### config.mk
export PLATFORM = sky130hd
export DESIGN_NAME = ysyx_24100027_imm_stage
export DESIGN_NICKNAME = d
export VERILOG_FILES = /design/src/rtl/ysyx_24100027_imm_pkg.sv /design/src/rtl/ysyx_24100027_imm_decode.sv /design/src/rtl/ysyx_24100027_imm_stage.sv
export SDC_FILE = /design/constraint.sdc
export NUM_CORES = 1
export LEC_CHECK = 0
export CORE_ASPECT_RATIO = 0.7
export CORE_MARGIN = 2
export CORE_UTILIZATION = 63
export CTS_CLUSTER_SIZE = 25
export DETAILED_ROUTE_END_ITERATION = 10
export DONT_BUFFER_PORTS = 1
export PLACE_DENSITY = 0.79
export SLEW_MARGIN = 20
export SYNTH_ARGS = -nofsm -noshare
export SYNTH_HDL_FRONTEND = slang
export SYNTH_SLANG_ARGS = --single-unit
### constraint.sdc
create_clock -name clk -period 1.93 [get_ports clk]
set_input_delay 0.579 -clock clk [delete_from_list [all_inputs] [get_ports clk]]
set_output_delay 0.579 -clock clk [all_outputs]
set_load 0.005 [all_outputs]
### src/rtl/ysyx_24100027_imm_pkg.sv
// Shared definitions for the immediate stage: format codes and the stored entry layout.
// RVC formats are decoded only when RV_IMM_RVC_EN is defined (selector widens to 4 bits).
package ysyx_24100027_imm_pkg;

`ifdef RV_IMM_RVC_EN
    localparam int IMM_EXTOP_W = 4;
`else
    localparam int IMM_EXTOP_W = 3;
`endif

    // Codes are kept 4 bits wide; the 3-bit build compares against the low bits.
    localparam logic [3:0] IMM_I   = 4'b0000;
    localparam logic [3:0] IMM_U   = 4'b0001;
    localparam logic [3:0] IMM_S   = 4'b0010;
    localparam logic [3:0] IMM_B   = 4'b0011;
    localparam logic [3:0] IMM_J   = 4'b0100;
    localparam logic [3:0] IMM_Z   = 4'b0101;
    localparam logic [3:0] IMM_SH  = 4'b0110;
    localparam logic [3:0] IMM_CI  = 4'b1000;
    localparam logic [3:0] IMM_CB  = 4'b1001;
    localparam logic [3:0] IMM_CJ  = 4'b1010;
    localparam logic [3:0] IMM_CIW = 4'b1011;

    localparam int IMM_MAX_W = 64;
    localparam int TAG_MAX_W = 64;

    // Sized for the widest configuration; the top narrows fields to XLEN/TAG_W.
    typedef struct packed {
        logic [IMM_MAX_W-1:0] imm;
        logic [TAG_MAX_W-1:0] tag;
        logic                 illegal;
    } imm_entry_t;

endpackage

### src/rtl/ysyx_24100027_imm_decode.sv
// Combinational instruction/format-selector to immediate decoder.
// RV_IMM_RVC_EN adds the compressed CI/CB/CJ/CIW formats.
module ysyx_24100027_imm_decode
    import ysyx_24100027_imm_pkg::*;
#(
    parameter int XLEN    = 32,
    parameter int EXTOP_W = IMM_EXTOP_W
) (
    input  logic [31:0]         inst,
    input  logic [EXTOP_W-1:0]  extop,
    output logic [XLEN-1:0]     imm,
    output logic                illegal
);

    logic [3:0]  code;
    logic [63:0] imm64;
    logic        unused_bits;

    assign code = 4'(extop);

    // Everything is built 64 bits wide and then cut to XLEN, so U-type only
    // gains real sign bits in the 64-bit build.
    always_comb begin
        imm64   = '0;
        illegal = 1'b0;
        case (code)
            IMM_I:   imm64 = {{52{inst[31]}}, inst[31:20]};
            IMM_U:   imm64 = {{32{inst[31]}}, inst[31:12], 12'h000};
            IMM_S:   imm64 = {{52{inst[31]}}, inst[31:25], inst[11:7]};
            IMM_B:   imm64 = {{51{inst[31]}}, inst[31], inst[7], inst[30:25], inst[11:8], 1'b0};
            IMM_J:   imm64 = {{43{inst[31]}}, inst[31], inst[19:12], inst[20], inst[30:21], 1'b0};
            IMM_Z:   imm64 = {59'd0, inst[19:15]};
            IMM_SH:  imm64 = (XLEN == 64) ? {58'd0, inst[25:20]} : {59'd0, inst[24:20]};
`ifdef RV_IMM_RVC_EN
            IMM_CI:  imm64 = {{58{inst[12]}}, inst[12], inst[6:2]};
            IMM_CB:  imm64 = {{55{inst[12]}}, inst[12], inst[6:5], inst[2], inst[11:10],
                              inst[4:3], 1'b0};
            IMM_CJ:  imm64 = {{52{inst[12]}}, inst[12], inst[8], inst[10:9], inst[6], inst[7],
                              inst[2], inst[11], inst[5:3], 1'b0};
            IMM_CIW: imm64 = {54'd0, inst[10:7], inst[12:11], inst[5], inst[6], 2'b00};
`endif
            default: begin
                imm64   = '0;
                illegal = 1'b1;
            end
        endcase
    end

    assign imm = imm64[XLEN-1:0];

`ifdef RV_IMM_RVC_EN
    assign unused_bits = ^imm64;
`else
    // Opcode bits carry no immediate in any 32-bit format.
    assign unused_bits = ^{imm64, inst[6:0]};
`endif

endmodule

### src/rtl/ysyx_24100027_imm_stage.sv
// Registered immediate-generation stage with an output register plus one skid entry.
// Optional RVC decoding is enabled by defining RV_IMM_RVC_EN.
module ysyx_24100027_imm_stage
    import ysyx_24100027_imm_pkg::*;
#(
    parameter int XLEN    = 32,
    parameter int TAG_W   = 32,   // at most TAG_MAX_W
    parameter int EXTOP_W = IMM_EXTOP_W
) (
    input  logic                clk,
    input  logic                rst_n,
    input  logic                in_valid,
    output logic                in_ready,
    input  logic [31:0]         in_inst,
    input  logic [EXTOP_W-1:0]  in_extop,
    input  logic [TAG_W-1:0]    in_tag,
    output logic                out_valid,
    input  logic                out_ready,
    output logic [XLEN-1:0]     out_imm,
    output logic [TAG_W-1:0]    out_tag,
    output logic                out_illegal
);

    logic [XLEN-1:0] dec_imm;
    logic            dec_illegal;
    imm_entry_t      in_entry;
    imm_entry_t      out_reg;
    imm_entry_t      skid_reg;
    logic            out_valid_reg;
    logic            skid_valid_reg;
    logic            accept;
    logic            drain;
    logic            unused_bits;

    ysyx_24100027_imm_decode #(
        .XLEN    (XLEN),
        .EXTOP_W (EXTOP_W)
    ) u_decode (
        .inst    (in_inst),
        .extop   (in_extop),
        .imm     (dec_imm),
        .illegal (dec_illegal)
    );

    always_comb begin
        in_entry         = '0;
        in_entry.imm     = IMM_MAX_W'(dec_imm);
        in_entry.tag     = TAG_MAX_W'(in_tag);
        in_entry.illegal = dec_illegal;
    end

    assign accept = in_valid && !skid_valid_reg;
    assign drain  = out_valid_reg && out_ready;

    // accept and drain never coincide with a full skid, since in_ready is low then.
    always_ff @(posedge clk or negedge rst_n) begin
        if (!rst_n) begin
            out_reg        <= '0;
            skid_reg       <= '0;
            out_valid_reg  <= 1'b0;
            skid_valid_reg <= 1'b0;
        end else if (drain) begin
            if (skid_valid_reg) begin
                out_reg        <= skid_reg;
                skid_valid_reg <= 1'b0;
            end else if (accept) begin
                out_reg        <= in_entry;
            end else begin
                out_valid_reg  <= 1'b0;
            end
        end else if (accept) begin
            if (!out_valid_reg) begin
                out_reg        <= in_entry;
                out_valid_reg  <= 1'b1;
            end else begin
                skid_reg       <= in_entry;
                skid_valid_reg <= 1'b1;
            end
        end
    end

    assign in_ready    = !skid_valid_reg;
    assign out_valid   = out_valid_reg;
    assign out_imm     = out_reg.imm[XLEN-1:0];
    assign out_tag     = out_reg.tag[TAG_W-1:0];
    assign out_illegal = out_reg.illegal;
    assign unused_bits = ^{out_reg, skid_reg};

endmodule

==> results of run 1 <==
[layout make-up]
type	count	share of cell area
multi-input combinational	497	0.358
clock buffer	21	0.0720
timing repair buffer	17	0.0272
inverter	2	0.00115
clock inverter	11	0.0123
tap	124	0.0237
sequential	132	0.506
[cell families after synthesis]
kind of cell,after synthesis,share of synthesized area
AND/OR/NAND/NOR,326,0.227
AO/OA/AOI/OAI,171,0.169
flip-flops,132,0.562
buffers and inverters,53,0.0424
[synthesized netlist by cell type (2+ instances only)]
cell,instances
a22oi_1,6
dfrtp_1,132
nor2_1,44
nand2b_1,17
nand3_1,17
a31oi_1,34
clkbuf_1,21
inv_1,2
buf_6,2
o21ai_1,17
o22ai_1,13
nand2_1,234
buf_2,27
a32o_1,4
nor2b_1,5
a21oi_1,32
a221oi_1,4
o21ai_0,53
[path summary, 6_finish.rpt]
check	depth (start not counted)	to	start	slack, ns
max	4	out_imm[12]$_DFFE_PN0P_	skid_valid_reg$_DFFE_PN0P_	0.18
min	0	out_imm[23]$_DFFE_PN0P_	rst_n	-0.14
max reg2reg	4	out_imm[12]$_DFFE_PN0P_	skid_valid_reg$_DFFE_PN0P_	0.18
min reg2reg	2	skid_reg[11]$_DFFE_PN0P_	skid_reg[11]$_DFFE_PN0P_	0.48
max in group asynchronous	0	skid_reg[67]$_DFFE_PN0P_	rst_n	1.91
min in group clk	1	skid_valid_reg$_DFFE_PN0P_	out_ready	0.27
[stage by stage]
stage / util / cell area, µm² / hold WS, ns / total power [mW]
floorplan: - / 5880 / 0.283 / 2.94
global placement: 0.660 / 5980 / 0.286 / 2.95
detailed placement: 0.660 / 5980 / 0.286 / 2.96
CTS: 0.720 / 6530 / -0.154 / 5.89
global route: 0.720 / 6530 / -0.174 / 6.07
finish: 0.720 / 6530 / -0.142 / 5.87
[layer usage]
layer | part of all wire | up-vias
li1 | - | 2260
met1 | 0.43 | 2344
met2 | 0.47 | 195
met3 | 0.092 | 20
met4 | 0.015 | 0
met5 | 0 | -
[power breakdown]
group          switching (mW)  internal [mW]
combinational          0.0854         0.0590
clock                    1.21           1.74
sequential                  0           2.77
==> run_results.csv, run 1 <==
group,metric,value,unit
synth,synth.area.top_cells,"dfrtp_1 56%, nand2_1 15%, o21ai_0 4.5%",
timing,tightest_slew,0.993,ns
die,die-width,119,µm
synth,synthCells,682,
finish,finalNonFillerCells,804,
grt,grt_remaining_overflow,0,
clock_tree,cts_root_buf,"clkbuf_16",
placement,gp_congestion,0.818,
status,violations,"negative hold slack",
power_and_ir_drop,irDropWorstVdd,739,µV
synth,yosys.area.top_type_share,0.562,
clock_tree,cts_tree,"yes",
route,routed_via_density,5.99,
grt,grt_pass1_wl,23400,µm
die,num_io_pins,138,
timing,worst_slack,0.180,ns
synth,yosysTopAreaCell,"dfrtp_1",
placement,dp.cells,772,
timing,hold_slack,-0.142,ns
timing,fin_crit_sh,0.907,
grt,antenna_found_initial,0,
route,wl_per_cell,17.6,µm
finish,multiInputGateArea,0.00234,mm²
timing,finalSetupViolCount,0,
placement,dpl.hpwl,8990,µm
finish,layout-drive-gt1-share,0.0853,
clock_tree,clk-insertion-delay-late,0.41,ns
critical_path,crit_family,"compound AO/OA/AOI/OAI gates",
timing,rsz0062_at_grt,"no",
job,drv_cap,0,
finish,area_delta_synth_final,11.2,%
timing,finClkSkew,0.0105,ns
critical_path,endpoint_kind,"flip-flop",
clock_tree,clockBufferDepth,2,
timing,max_freq,571,MHz
grt,met2_usage,0.458,
clock_tree,h-tree-depth,4,
critical_path,cp_cell_sequence,"nand3_2 > o21ai_1 > a21oi_1 > o21ai_0",
route,finalWirelength,14200,µm
timing,finalMaxSlewViolations,0,
finish,seqCellArea,0.00330,mm²
clock_tree,cts_sinks,132,
critical_path,cp-start-kind,"flip-flop",
synth,syn_area,0.00588,mm²
finish,mostFrequentLayoutCells,"234 x nand2_1, 132 x dfrtp_1, 53 x o21ai_0",
route,vias,4819,
power_and_ir_drop,power.density,898,mW/mm²
placement,io_buffers,0,
finish,final_nets,738,
synth,synth-edff-count,0,
synth,synthFlopType,"dfrtp_1",
finish,largest_register_ffs,65,
critical_path,critPathBufInv,0,
route,dr.first_iter.drc_count,487,
die,die_height,84.8,µm
timing,fin_crit,1.75,ns
critical_path,crit_fanout,13,
timing,relSlewSlack,0.338,
critical_path,cp.arrival,2.08,ns
critical_path,critPathKind,"flip-flop to flip-flop",
grt,grt_pass1_vias,4712,
critical_path,crit_required,2.26,ns
clock_tree,cts_resized,0,
synth,syn-num-nets,753,
finish,final_common_cell,"nand2_1",
synth,ys_seq_area_frac,0.562,
synth,ys.warnings.count,0,
finish,fill_cells,683,
grt,grtUsageMet1,0.384,
die,core,0.00907,mm²
status,outcome,"finished with violations",
grt,top_usage_layer,"met2",
timing,setup_tns,0,ns
clock_tree,post_cts_buffers,0,
clock_tree,clk_pin_slew_worst_paths,0.06,ns
min_path,hp-class,"primary input to async pin",
grt,grt.total_usage,0.296,
grt,met3_usage,0.103,
critical_path,crit_path_max_incr_delay,0.51,ns
route,drc,0,
clock_tree,numCtsBuffers,17,
synth,async_reset_ff_frac,1.00,
grt,grt_max_degree,133,
die,rows,29,
power_and_ir_drop,power.leakage,3.20,nW
die,die_area,0.0101,mm²
synth,synth_cell_types,36,
timing,hold_viol,132,
die,initial_core_util,0.648,
route,antenna_left,0,
critical_path,critPathSlowestCell,"dfrtp_1",
finish,antenna-diode-count,0,
placement,place_ws,0.0248,ns
route,dr.pass1.iters,6,
synth,synth.avg_cell_area,8.62,µm²
synth,synth-seq-cells,132,
Power figures use the tool's default switching activity.
==> run 2, diff against run 1 <==
==> constraint.sdc (replaced) <==
create_clock -name clk -period 1.93 [get_ports clk]
set_input_delay 0.579 -clock clk [delete_from_list [all_inputs] [get_ports clk]]
set_output_delay 0.579 -clock clk [all_outputs]
set_load 0.02 [all_outputs]
==> run 2 against run 1 <==
Combinational power barely moved. Clock power rose by 11%. Fmax rose by 0.30%. The flow still finishes with violations (negative hold slack). Critical endpoint is now in_ready.
==> run_results.csv, run 2 (synthesis results as in run 1) <==
group,metric,value,unit
finish,final_common_cell,"nand2_1",
die,die_area,0.0101,mm²
grt,grt_pass1_wl,22900,µm
critical_path,r2r_cells,4,
clock_tree,cts_sinks,132,
finish,final_nets,737,
route,antenna_left,0,
grt,grt_pass1_vias,4599,
clock_tree,h-tree-depth,4,
grt,grt_remaining_overflow,0,
critical_path,cp_cell_sequence,"inv_1",
timing,setup_tns,0,ns
placement,gp_congestion,0.820,
clock_tree,cts_root_buf,"clkbuf_16",
die,initial_core_util,0.648,
grt,antenna_found_initial,0,
power_and_ir_drop,power.density,942,mW/mm²
die,die_height,84.8,µm
clock_tree,clk_pin_slew_worst_paths,0.06,ns
clock_tree,numCtsBuffers,17,
critical_path,cp.arrival,1.17,ns
finish,area_delta_synth_final,12.2,%
timing,fin_crit_sh,0.904,
die,core,0.00907,mm²
route,wl_per_cell,17.6,µm
power_and_ir_drop,comb_power_share,0.023,
critical_path,critPathKind,"flip-flop to output pin",
die,num_io_pins,138,
power_and_ir_drop,p_total,6.21,mW
timing,fin_crit,1.74,ns
timing,relSlewSlack,0.385,
timing,hold_viol,132,
route,dr.first_iter.drc_count,439,
power_and_ir_drop,power.leakage,3.22,nW
critical_path,critPathBufInv,1,
power_and_ir_drop,p_int,4.96,mW
die,rows,29,
power_and_ir_drop,p_clk_frac,0.531,
job,drv_cap,0,
finish,antenna-diode-count,0,
placement,post_dp_cell_area,0.00598,mm²
timing,hold_slack,-0.133,ns
placement,dpl.hpwl,9050,µm
critical_path,endpoint_kind,"output pin",
die,die-width,119,µm
route,finalWirelength,14100,µm
timing,rsz0062_at_grt,"no",
finish,mostFrequentLayoutCells,"234 x nand2_1, 132 x dfrtp_1, 53 x o21ai_0",
power_and_ir_drop,p_switching,1.25,mW
power_and_ir_drop,irDropWorstVdd,790,µV
critical_path,crit_family,"flip-flops",
power_and_ir_drop,pwr-share-seq,0.446,
finish,finalNonFillerCells,803,
route,dr.pass1.iters,5,
critical_path,cp-start-kind,"flip-flop",
min_path,hp-class,"primary input to async pin",
clock_tree,cts_tree,"yes",
critical_path,crit_required,1.35,ns
critical_path,worst_r2r_endpoint,"skid_reg[14]$_DFFE_PN0P_",
timing,finalSetupViolCount,0,
critical_path,crit_fanout,8,
placement,io_buffers,0,
critical_path,crit_path_max_incr_delay,0.48,ns
timing,tightest_slew,0.923,ns
finish,largest_register_ffs,65,
status,outcome,"finished with violations",
route,vias,4808,
grt,grt.total_usage,0.288,
finish,layout-drive-gt1-share,0.0854,
clock_tree,clockBufferDepth,2,
clock_tree,post_cts_buffers,0,
route,drc,0,
critical_path,r2r_start,"skid_valid_reg$_DFFE_PN0P_",
finish,final_cell_area,0.00660,mm²
clock_tree,clk-insertion-delay-late,0.40,ns
critical_path,r2r_setup_slack,0.22,ns
timing,finalMaxSlewViolations,0,
critical_path,crit_start,"skid_valid_reg$_DFFE_PN0P_",
timing,max_freq,573,MHz
route,routed_via_density,5.99,
status,violations,"negative hold slack",
power_and_ir_drop,sw_frac_of_total,0.202,
critical_path,critPathSlowestCell,"dfrtp_1",
clock_tree,cts_resized,0,
placement,dp.cells,771,
timing,finClkSkew,0.00670,ns
grt,grt_max_degree,133,
-- run 2: changes by cell type in the layout (fill, tap and decap cells not counted) --
cell        before  now
bufinv_16        0    3
buf_4           13   12
clkbuf_1         1    0
clkinv_4         4    1
clkinv_2         3    2
clkinvlp_4       4    6
-- run 2: through the flow --
step	util	setup slack [ns]
final	0.727	0.185
after global routing	0.727	0.118
after detailed placement	0.659	0.00902
after floorplan	-	0.372
after CTS	0.727	0.180
after global placement	0.659	0.0658
-- run 2: layout make-up --
class	instances	area (µm²)
clock buffers	20	467
clock inverters	12	154
fillers	658	2470
inverters	2	7.51
multi-input cells	497	2340
flip-flops and latches	132	3300
well taps	124	155
repair buffers	16	170
-- run 2: worst max path at each step --
stage,endpoint,slack [ns],cells past startpoint
floorplan,out_imm[1]$_DFFE_PN0P_,0.37,5
global placement,out_imm[10]$_DFFE_PN0P_,0.07,4
detailed placement,out_imm[5]$_DFFE_PN0P_,0.009,4
CTS,in_ready,0.18,1
global route,in_ready,0.12,1
finish,in_ready,0.19,1
-- run 2: routing by layer --
| layer | vias to the layer above | share of wire | wire [µm] | track usage |
|---|---|---|---|---|
| met5 | - | 0 | 0 | 0 |
| met4 | 0 | 0.0065 | 92 | 0.0791 |
| met3 | 12 | 0.090 | 1270 | 0.0995 |
| li1 | 2257 | - | - | - |
| met1 | 2350 | 0.42 | 5970 | 0.390 |
| met2 | 189 | 0.48 | 6780 | 0.450 |
-- run 2: power by group through the flow --
stage,Combinational [mW],Sequential [mW],Clock (mW)
after floorplan,0.124,2.82,0
after global placement,0.135,2.82,0
after detailed placement,0.138,2.82,0
after CTS,0.139,2.77,3.34
after global routing,0.158,2.77,3.46
final,0.141,2.77,3.30
